===== src/rtl/cp_wb_ldalign.sv =====
// Write-back stage with variable-latency load handling.
// ALU results are registered straight into the RF write port. Loads park the
// stage in a wait state, stalling EX, until the data memory responds. The
// response word is then aligned, extended and written back.
module cp_wb_ldalign #(
  parameter int unsigned DATA_WIDTH     = 32,
  parameter int unsigned RF_INDEX_WIDTH = 5,
  parameter bit          ZERO_REG_EN    = 1'b1,
  parameter int unsigned CNT_WIDTH      = 16,
  localparam int unsigned OFF_W         = $clog2(DATA_WIDTH / 8)
) (
  input  logic                      iClk,
  input  logic                      iReset_n,
  input  logic [DATA_WIDTH-1:0]     iEX_WB_Write_RF_Data,
  input  logic [RF_INDEX_WIDTH-1:0] iEX_WB_Write_RF_Address,
  input  logic                      iEX_WB_Write_RF_Enable,
  input  logic                      iEX_WB_Is_Load,
  input  logic [1:0]                iEX_WB_Load_Size,
  input  logic                      iEX_WB_Load_Signed,
  input  logic [OFF_W-1:0]          iEX_WB_Load_Offset,
  input  logic                      iDMEM_Rsp_Valid,
  input  logic [DATA_WIDTH-1:0]     iDMEM_Rsp_Data,
  output logic                      oWB_Stall,
  output logic                      oWB_RF_Writeback_Enable,
  output logic [RF_INDEX_WIDTH-1:0] oWB_RF_Write_Addr,
  output logic [DATA_WIDTH-1:0]     oWB_RF_Write_Data,
  output logic [CNT_WIDTH-1:0]      oWB_Retire_Count
);

  typedef enum logic [0:0] {StIdle, StLoadWait} state_e;

  state_e                    state_q;
  logic                      we_q;
  logic [RF_INDEX_WIDTH-1:0] addr_q;
  logic [DATA_WIDTH-1:0]     data_q;
  logic [CNT_WIDTH-1:0]      cnt_q;

  // Attributes of the outstanding load, captured when it leaves EX.
  logic [RF_INDEX_WIDTH-1:0] ld_addr_q;
  logic [1:0]                ld_size_q;
  logic                      ld_signed_q;
  logic [OFF_W-1:0]          ld_off_q;

  logic                      ex_to_zero;
  logic                      ld_to_zero;
  logic [OFF_W-1:0]          lane;
  logic [7:0]                byte_f;
  logic [15:0]               half_f;
  logic [DATA_WIDTH-1:0]     aligned;

  assign ex_to_zero = ZERO_REG_EN && (iEX_WB_Write_RF_Address == '0);
  assign ld_to_zero = ZERO_REG_EN && (ld_addr_q == '0);

  // Select the addressed byte/half lane of the response and extend it.
  always_comb begin
    lane = ld_off_q;
    if (ld_size_q == 2'b01) lane[0] = 1'b0;  // halves are always even-aligned
    byte_f  = iDMEM_Rsp_Data[{lane, 3'b000} +: 8];
    half_f  = iDMEM_Rsp_Data[{lane, 3'b000} +: 16];
    aligned = iDMEM_Rsp_Data;
    unique case (ld_size_q)
      2'b00: begin
        aligned      = {DATA_WIDTH{ld_signed_q & byte_f[7]}};
        aligned[7:0] = byte_f;
      end
      2'b01: begin
        aligned       = {DATA_WIDTH{ld_signed_q & half_f[15]}};
        aligned[15:0] = half_f;
      end
      default: aligned = iDMEM_Rsp_Data;
    endcase
  end

  // State machine, RF write port registers and saturating retire counter.
  always_ff @(posedge iClk or negedge iReset_n) begin
    if (!iReset_n) begin
      state_q     <= StIdle;
      we_q        <= 1'b0;
      addr_q      <= '0;
      data_q      <= '0;
      cnt_q       <= '0;
      ld_addr_q   <= '0;
      ld_size_q   <= 2'b00;
      ld_signed_q <= 1'b0;
      ld_off_q    <= '0;
    end else begin
      we_q <= 1'b0;
      // Counts the write strobe that is visible during the cycle just ending.
      if (we_q && (cnt_q != '1)) cnt_q <= cnt_q + CNT_WIDTH'(1);
      unique case (state_q)
        StIdle: begin
          if (iEX_WB_Write_RF_Enable) begin
            if (iEX_WB_Is_Load) begin
              ld_addr_q   <= iEX_WB_Write_RF_Address;
              ld_size_q   <= iEX_WB_Load_Size;
              ld_signed_q <= iEX_WB_Load_Signed;
              ld_off_q    <= iEX_WB_Load_Offset;
              state_q     <= StLoadWait;
            end else if (!ex_to_zero) begin
              we_q   <= 1'b1;
              addr_q <= iEX_WB_Write_RF_Address;
              data_q <= iEX_WB_Write_RF_Data;
            end
          end
        end
        StLoadWait: begin
          if (iDMEM_Rsp_Valid) begin
            state_q <= StIdle;
            // A load to r0 still consumes its response but writes nothing.
            if (!ld_to_zero) begin
              we_q   <= 1'b1;
              addr_q <= ld_addr_q;
              data_q <= aligned;
            end
          end
        end
        default: state_q <= StIdle;
      endcase
    end
  end

  assign oWB_Stall               = (state_q == StLoadWait);
  assign oWB_RF_Writeback_Enable = we_q;
  assign oWB_RF_Write_Addr       = addr_q;
  assign oWB_RF_Write_Data       = data_q;
  assign oWB_Retire_Count        = cnt_q;

endmodule


===== config.mk =====
export PLATFORM = sky130hd
export DESIGN_NAME = cp_wb_ldalign
export DESIGN_NICKNAME = d
export VERILOG_FILES = /design/src/rtl/cp_wb_ldalign.sv
export SDC_FILE = /design/constraint.sdc
export NUM_CORES = 1
export LEC_CHECK = 0
export ABC_AREA = 1
export BUFFER_PORTS_ARGS = -buffer_cell sky130_fd_sc_hd__buf_2
export CORE_UTILIZATION = 50
export DETAILED_ROUTE_END_ITERATION = 8
export HOLD_SLACK_MARGIN = 0.03
export PLACE_DENSITY_LB_ADDON = 0.12
export SLEW_MARGIN = 0
export SYNTH_ARGS = -nofsm -noshare
export SYNTH_HDL_FRONTEND = slang
export SYNTH_SLANG_ARGS = --single-unit

===== constraint.sdc =====
create_clock -name iClk -period 4.8 [get_ports iClk]
set_clock_uncertainty 0.05 [all_clocks]
set_input_delay 0.48 -clock iClk [delete_from_list [all_inputs] [get_ports iClk]]
set_output_delay 0.48 -clock iClk [all_outputs]
set_load 0.01 [all_outputs]

==> impl_summary.log, run 1 <==
INFO  metric outcome = finished clean
INFO  metric critical_path.endpoint_type = flop
INFO  metric drt_drc_violations_left = 0
INFO  metric overflow = 0
INFO  metric yosysMostFrequentCell = nand2_1
INFO  metric timing.hold.worst.class = in -> async
INFO  metric critPathSlowestCell = dfrtp_1
INFO  metric netlist_area = 4070 um^2
INFO  metric multiInputGateArea = 2080 um^2
INFO  metric peakVddDrop = 192 uV
INFO  metric worst_skew_pair_latency = 0.35 ns
INFO  metric path_delay_family = simple AND/OR/NAND/NOR gates
INFO  metric hold_violation_count_in_the_final_report = 0
INFO  metric cts_root_buf = clkbuf_8
INFO  metric first_iter_violations = 345
INFO  metric tritoncts.num_buffers = 9
INFO  metric critPathMaxStageDelay = 1.05 ns
INFO  metric critical_path.startpoint_type = flop
INFO  metric detail_route.wirelength = 10.8 mm
INFO  metric layout.area.seq = 1630 um^2
INFO  metric slew_headroom = 28.5%
INFO  metric power.density = 411 nW/um^2
INFO  metric clock_tree_from_tritoncts = built
INFO  metric cp_max_fo = 33
INFO  metric clock_tree.htree_level_count = 3
INFO  metric antenna_cells = 0
INFO  metric ys.warnings.count = 0
INFO  metric synth_seq_cells = 65
INFO  metric grt_util_all_layers = 26.8%
INFO  metric start_util = 52.2%
INFO  metric yosys-top-cells-count = nand2_1 (157), nor2_1 (85), dfrtp_1 (65), nand3_1 (53), a21oi_1 (44)
INFO  metric tightest_slew = 1.07 ns
INFO  metric final_util = 63.2%
INFO  metric syn_inst = 565
INFO  metric setup_tns = 0 ns
INFO  metric yosysTopAreaCellShare = 39.9%
INFO  metric nFillCells = 757
INFO  metric syn_nets = 645
INFO  metric number_of_enable_type_register_cells_in_the_synthesized_netlist = 0
INFO  metric ios = 134
INFO  metric width_of_the_die = 92.3 um
INFO  metric drt.antenna.violating_nets = 0
INFO  metric clock_sinks = 65
INFO  metric period_needed = 2.63 ns
INFO  metric share_of_the_yosys_chip_area_belonging_to_registers = 39.9%
INFO  metric wl_per_cell = 13.7 um
INFO  metric finalSetupViolCount = 0
INFO  metric num_rows = 32
INFO  metric layout-drive-gt1-share = 26.5%
INFO  metric clk_pin_slew = 0.08 ns
INFO  metric floorplan.core_area = 7810 um^2
INFO  metric timing.final.crit_share = 54.8%
INFO  metric path_buf_inv = 1
INFO  metric grt_pass1_vias = 3728
INFO  metric cp_cell_sequence = inv_4 > nand2_4 > nand2_8 > nand3_4 > nand4_4 > nand3_1 > nand2_1 > a21oi_1
INFO  metric postSynthAreaPerCell = 7.21 um^2
INFO  metric async_reset_ff_share = 100%
INFO  metric postSynth.topFlopCell = dfrtp_1
INFO  metric via_count = 4087
INFO  metric floorplan.die.height = 92.3 um
INFO  metric path_class = reg -> reg
INFO  metric grt_max_degree = 66
INFO  metric routed_via_density = 5.20
INFO  metric routabilityCongestion = 0.877
INFO  metric ctsLongestPathBuffers = 2
INFO  metric total_leakage_power = 2.57 nW
INFO  metric max_clock_freq = 0.380 GHz
INFO  metric dp_hpwl = 7.91 mm
INFO  metric yosys-top-cells-area = dfrtp_1 (40%), nand2_1 (14%), nor2_1 (7.8%)
INFO  metric cts_repair_resize_count = 0
INFO  metric port-buffer-count = 133
INFO  metric drt_pre_antenna_iters = 4
INFO  metric grt_antenna_before_repair = 0
INFO  metric critical_path_arrival = 2.85 ns
INFO  metric timing.final.max_slew_violations = 0
INFO  metric setup.reg_to_reg.worst_slack = 2.17 ns
INFO  metric required = 5.02 ns
INFO  metric cts.repair_timing.setup_buffer_count = 0
INFO  metric post_cts_hold_buffer_count = 0
INFO  metric unrepaired_setup_endpoints_after_global_routing = false
INFO  metric area_growth = 21.1%
INFO  metric synth_top_cell_by_area = dfrtp_1
INFO  metric die_area = 8510 um^2
INFO  metric grt_first_pass_wirelength = 17.9 mm
INFO  metric yosys.cell_types.count = 35
INFO  metric cap_violations = 0
INFO  metric num-nets-final = 759
[layout by cell type, fill, tap and decap left out, types with 4 or more instances in the layout]
master / instances
a21oi_1: 44
clkbuf_8: 10
xnor2_1: 4
buf_2: 133
inv_1: 42
o21ai_0: 5
nor2_1: 85
nand2_1: 157
nor3_1: 4
xor2_1: 10
o211ai_1: 15
nand3_1: 53
a31oi_1: 13
dfrtp_1: 65
nand2_2: 4
nand3_2: 5
[area by class of cell]
| type | instances | share of cell area [%] |
|---|---|---|
| Clock buffer | 10 | 2.79 |
| Clock inverter | 6 | 1.85 |
| Inverter | 46 | 3.60 |
| Multi-Input combinational cell | 421 | 42.2 |
| Sequential cell | 65 | 33.0 |
| Tap cell | 102 | 2.59 |
| Timing Repair Buffer | 136 | 14.0 |
[stage by stage]
step	instances	area [um^2]	power (W)	hold WS, ns	setup slack, ns
after floorplan	565	4070	0.00127	0.134	3.16
after global placement	770	4700	0.00149	0.411	2.29
after detailed placement	770	4700	0.00151	0.411	2.22
after CTS	786	4930	0.00204	0.277	2.20
after global routing	786	4930	0.00217	0.319	1.92
final	786	4930	0.00203	0.245	2.17
[worst paths after layout]
check | startpoint | endpoint | cells after the start
min in group iClk | iDMEM_Rsp_Valid | oWB_Stall | 2
setup / recovery | ld_size_q[1] | oWB_RF_Write_Data[11] | 8
setup reg to reg | ld_size_q[1] | oWB_RF_Write_Data[11] | 8
hold / removal | iReset_n | oWB_Retire_Count[14] | 2
max in group asynchronous | iReset_n | oWB_Stall | 2
hold reg to reg | oWB_RF_Write_Data[31] | oWB_RF_Write_Data[31] | 2
[power breakdown]
group	leakage, nW	switching, W	total, W	internal (W)
Sequential	0.788	0.000126	0.000810	0.000684
Combinational	1.68	0.000418	0.000689	0.000271
Clock	0.105	0.000221	0.000529	0.000307
[kinds of logic after synthesis]
family	count (synthesis)	share of synthesized area, %
adders and majority gates	1	0.307
xor gates and xnor gates	14	3.01
muxes	3	0.829
and+or+nand+nor	320	34.8
AOI/OAI and AO/OA	83	12.2
buffers and inverters	79	8.91
DFF	65	39.9
[worst reg2reg max path: cells and delay by family, from the launching register on]
kind            cells  cell delay, ns
simple gates        6            1.09
buf+inv             1            0.23
compound gates      1            0.13
flops               1            1.05
[state kept, by name, indices dropped and copies added, names as in the netlist]
signal / flops
oWB_RF_Write_Data: 32
oWB_Retire_Count: 16
ld_addr_q: 5
oWB_RF_Write_Addr: 5
ld_off_q: 2
ld_size_q: 2
ld_signed_q: 1
oWB_RF_Writeback_Enable: 1
oWB_Stall: 1
[routing by layer]
layer  vias to the layer above  routed length, um  global-route usage, %
li1                       2054                  -                      -
met1                      1904               4970                   36.5
met2                       115               5250                   44.0
met3                        14                429                   3.73
met4                         0                148                   8.98
met5                         -                  0                      0
Power figures use the tool's default switching activity.
==> run 2, diff against run 1 <==
Clock period 4.8 ns to 2.6 ns, I/O delays scaled along.
==> run 2 against run 1 <==
Net effect: register-to-register slack got worse by 1.5 ns; clock power up 73%; sequential share of layout area is 0.20 points lower; first-iteration DRC count decreased by 13%; combinational power grew 93%; die area did not move.
==> impl_summary.log, run 2 (synthesis gave the netlist of run 1 again) <==
INFO  metric unrepaired_setup_endpoints_after_global_routing = false (unchanged)
INFO  metric critPathSlowestCell = dfrtp_1 (unchanged)
INFO  metric die_area = 8510 um^2 (unchanged)
INFO  metric grt_max_degree = 42 (was 66)
INFO  metric floorplan.die.height = 92.3 um (unchanged)
INFO  metric timing.hold.worst.class = in -> reg (was in -> async)
INFO  metric clock_tree_from_tritoncts = built (unchanged)
INFO  metric grt_antenna_before_repair = 0 (unchanged)
INFO  metric cp_max_fo = 24 (was 33)
INFO  metric layout.cell_area.non_filler = 4960 um^2 (was 4930 um^2)
INFO  metric hold_path_end = oWB_Stall
INFO  metric layout_common_cells = nand2_1 (157), buf_2 (133), nor2_1 (85) (unchanged)
INFO  metric clock_tree.htree_level_count = 3 (unchanged)
INFO  metric clock_sinks = 65 (unchanged)
INFO  metric dpl-instance-area = 4740 um^2 (was 4700 um^2)
INFO  metric overflow = 0 (unchanged)
INFO  metric multiInputGateArea = 2080 um^2 (unchanged)
INFO  metric layout-drive-gt1-share = 26.6% (was 26.5%)
INFO  metric largest_register_ffs = 32 (unchanged)
INFO  metric drt.antenna.violating_nets = 0 (unchanged)
INFO  metric swShare = 37.5% (was 37.8%)
INFO  metric cap_violations = 0 (unchanged)
INFO  metric power.sequential.fraction = 39.4% (was 40.0%)
INFO  metric port-buffer-count = 133 (unchanged)
INFO  metric timing.final.crit_share = 73.4% (was 54.8%)
INFO  metric worst-r2r-cell-count = 7 (was 8)
INFO  metric r2r_start = ld_off_q[0] (was ld_size_q[1])
INFO  metric num_rows = 32 (unchanged)
INFO  metric grt_util_all_layers = 27.1% (was 26.8%)
INFO  metric setup_tns = 0 ns (unchanged)
INFO  metric start_util = 52.2% (unchanged)
INFO  metric detail_route.wirelength = 11.2 mm (was 10.8 mm)
INFO  metric total_leakage_power = 2.60 nW (was 2.57 nW)
INFO  metric clk_pin_slew = 0.07 ns (was 0.08 ns)
INFO  metric slew_headroom = 51.3% (was 28.5%)
INFO  metric cts_repair_resize_count = 0 (unchanged)
INFO  metric routed_via_density = 5.25 (was 5.20)
INFO  metric peakVddDrop = 442 uV (was 192 uV)
INFO  metric required = 2.77 ns (was 5.02 ns)
INFO  metric net-switching-power = 0.00139 W (was 0.000766 W)
INFO  metric timing.final.max_slew_violations = 0 (unchanged)
INFO  metric cts_root_buf = clkbuf_8 (unchanged)
INFO  metric ios = 134 (unchanged)
INFO  metric finalSetupViolCount = 0 (unchanged)
INFO  metric hold_violation_count_in_the_final_report = 0 (unchanged)
INFO  metric most_common_cell_after_layout_fill_and_taps_aside = nand2_1 (unchanged)
INFO  metric routabilityCongestion = 0.877 (about the same)
INFO  metric dp_hpwl = 8.21 mm (was 7.91 mm)
INFO  metric cts.repair_timing.setup_buffer_count = 0 (unchanged)
INFO  metric critPathMaxStageDelay = 0.62 ns (was 1.05 ns)
INFO  metric layout.area.seq = 1630 um^2 (unchanged)
INFO  metric max_clock_freq = 0.524 GHz (was 0.380 GHz)
INFO  metric num-nets-final = 763 (was 759)
INFO  metric internal_cell_power = 0.00232 W (was 0.00126 W)
INFO  metric pwr-share-comb = 35.9% (was 34.0%)
INFO  metric hold_depth = 2
INFO  metric critical_path.startpoint_type = flop (unchanged)
INFO  metric worst_hold_startpoint = iDMEM_Rsp_Valid
INFO  metric wl_per_cell = 14.1 um (was 13.7 um)
INFO  metric drt_drc_violations_left = 0 (unchanged)
INFO  metric floorplan.core_area = 7810 um^2 (unchanged)
INFO  metric period_needed = 1.91 ns (was 2.63 ns)
INFO  metric setup.reg_to_reg.worst_slack = 0.69 ns (was 2.17 ns)
INFO  metric cp_cell_sequence = inv_1 > a21oi_4 > nand2_2 > nand4_4 > nand3_1 > nand2_1 > a21oi_1 (was inv_4 > nand2_4 > nand2_8 > nand3_4 > nand4_4 > nand3_1 > nand2_1 > a21oi_1)
INFO  metric drt_pre_antenna_iters = 5 (was 4)
INFO  metric antenna_cells = 0 (unchanged)
INFO  metric worstReg2RegEnd = oWB_RF_Write_Data[10] (was oWB_RF_Write_Data[11])
INFO  metric tightest_slew = 0.730 ns (was 1.07 ns)
INFO  metric tritoncts.num_buffers = 9 (unchanged)
INFO  metric power.density = 748 nW/um^2 (was 411 nW/um^2)
INFO  metric ctsLongestPathBuffers = 2 (unchanged)
INFO  metric worst_skew_pair_latency = 0.33 ns (was 0.35 ns)
INFO  metric nFillCells = 767 (was 757)
INFO  metric area_growth = 21.8% (was 21.1%)
INFO  metric width_of_the_die = 92.3 um (unchanged)
INFO  metric grt_pass1_vias = 3812 (was 3728)
INFO  metric grt_first_pass_wirelength = 18.0 mm (was 17.9 mm)
INFO  metric via_count = 4140 (was 4087)
INFO  metric critical_path.endpoint_type = flop (unchanged)
INFO  metric first_iter_violations = 299 (was 345)
INFO  metric outcome = finished clean (unchanged)
INFO  metric share_clk_of_total_power = 24.7% (was 26.1%)
INFO  metric path_class = reg -> reg (unchanged)
INFO  metric critical_path_arrival = 2.07 ns (was 2.85 ns)
## run 2: worst max path at each step
stage	from	endpoint	slack, ns	cells after the start
finish	ld_off_q[0]	oWB_RF_Write_Data[10]	0.69	7
global route	ld_off_q[1]	oWB_RF_Write_Data[8]	0.56	7
CTS	ld_off_q[0]	oWB_RF_Write_Data[10]	0.72	7
detailed placement	ld_off_q[0]	oWB_RF_Write_Data[10]	0.73	7
global placement	ld_off_q[0]	oWB_RF_Write_Data[10]	0.78	7
floorplan	oWB_Retire_Count[1]	oWB_Retire_Count[14]	0.96	9
## run 2: through the flow
stage	total power [W]	util, %	worst slack (ns)	hold WS [ns]	std cells
6_report	0.00371	63.6	0.692	0.0701	789
5_1_grt	0.00396	63.6	0.562	0.0640	789
4_1_cts	0.00373	63.6	0.717	0.0583	789
3_5_place_dp	0.00281	60.7	0.725	0.313	773
3_3_place_gp	0.00278	60.7	0.781	0.298	773
2_1_floorplan	0.00234	-	0.957	-0.0856	565
## run 2: power by group through the flow
stage | logic, W | clock network [W] | registers [W]
2_1_floorplan | 0.000798 | 0 | 0.00155
3_3_place_gp | 0.00131 | 0 | 0.00147
6_report | 0.00133 | 0.000917 | 0.00146
4_1_cts | 0.00134 | 0.000933 | 0.00146
5_1_grt | 0.00149 | 0.000982 | 0.00149
3_5_place_dp | 0.00134 | 0 | 0.00148
## run 2: metal layers
layer | share of wire, % | wire length [um] | GRT usage [%] | vias to the layer above
met1 | 45 | 5050 | 35.6 | 1925
met2 | 48 | 5400 | 44.7 | 131
met4 | 1.7 | 193 | 10.0 | 0
met5 | 0 | 0 | 0 | -
li1 | - | - | - | 2063
met3 | 4.6 | 514 | 4.64 | 21
## run 2: area by class of cell
cell class,count,area share [%]
multi-input cells,421,42.0
flip-flops and latches,65,32.8
repair buffers,140,14.8
clock buffers,13,3.61
well taps,102,2.57
clock inverters,2,0.706
inverters,46,3.58
## run 2: worst max-delay path: cells and delay by family, from the launching register on
family / cells / cell delay (ns)
and+or+nand+nor: 4 / 0.64
DFF: 1 / 0.62
AOI/OAI and AO/OA: 2 / 0.31
buffers and inverters: 1 / 0.17
## run 2: what timing repair did
item,CTS,global route
setup endpoints to repair,0,0
hold endpoints to repair,29,0
hold buffers,1,0
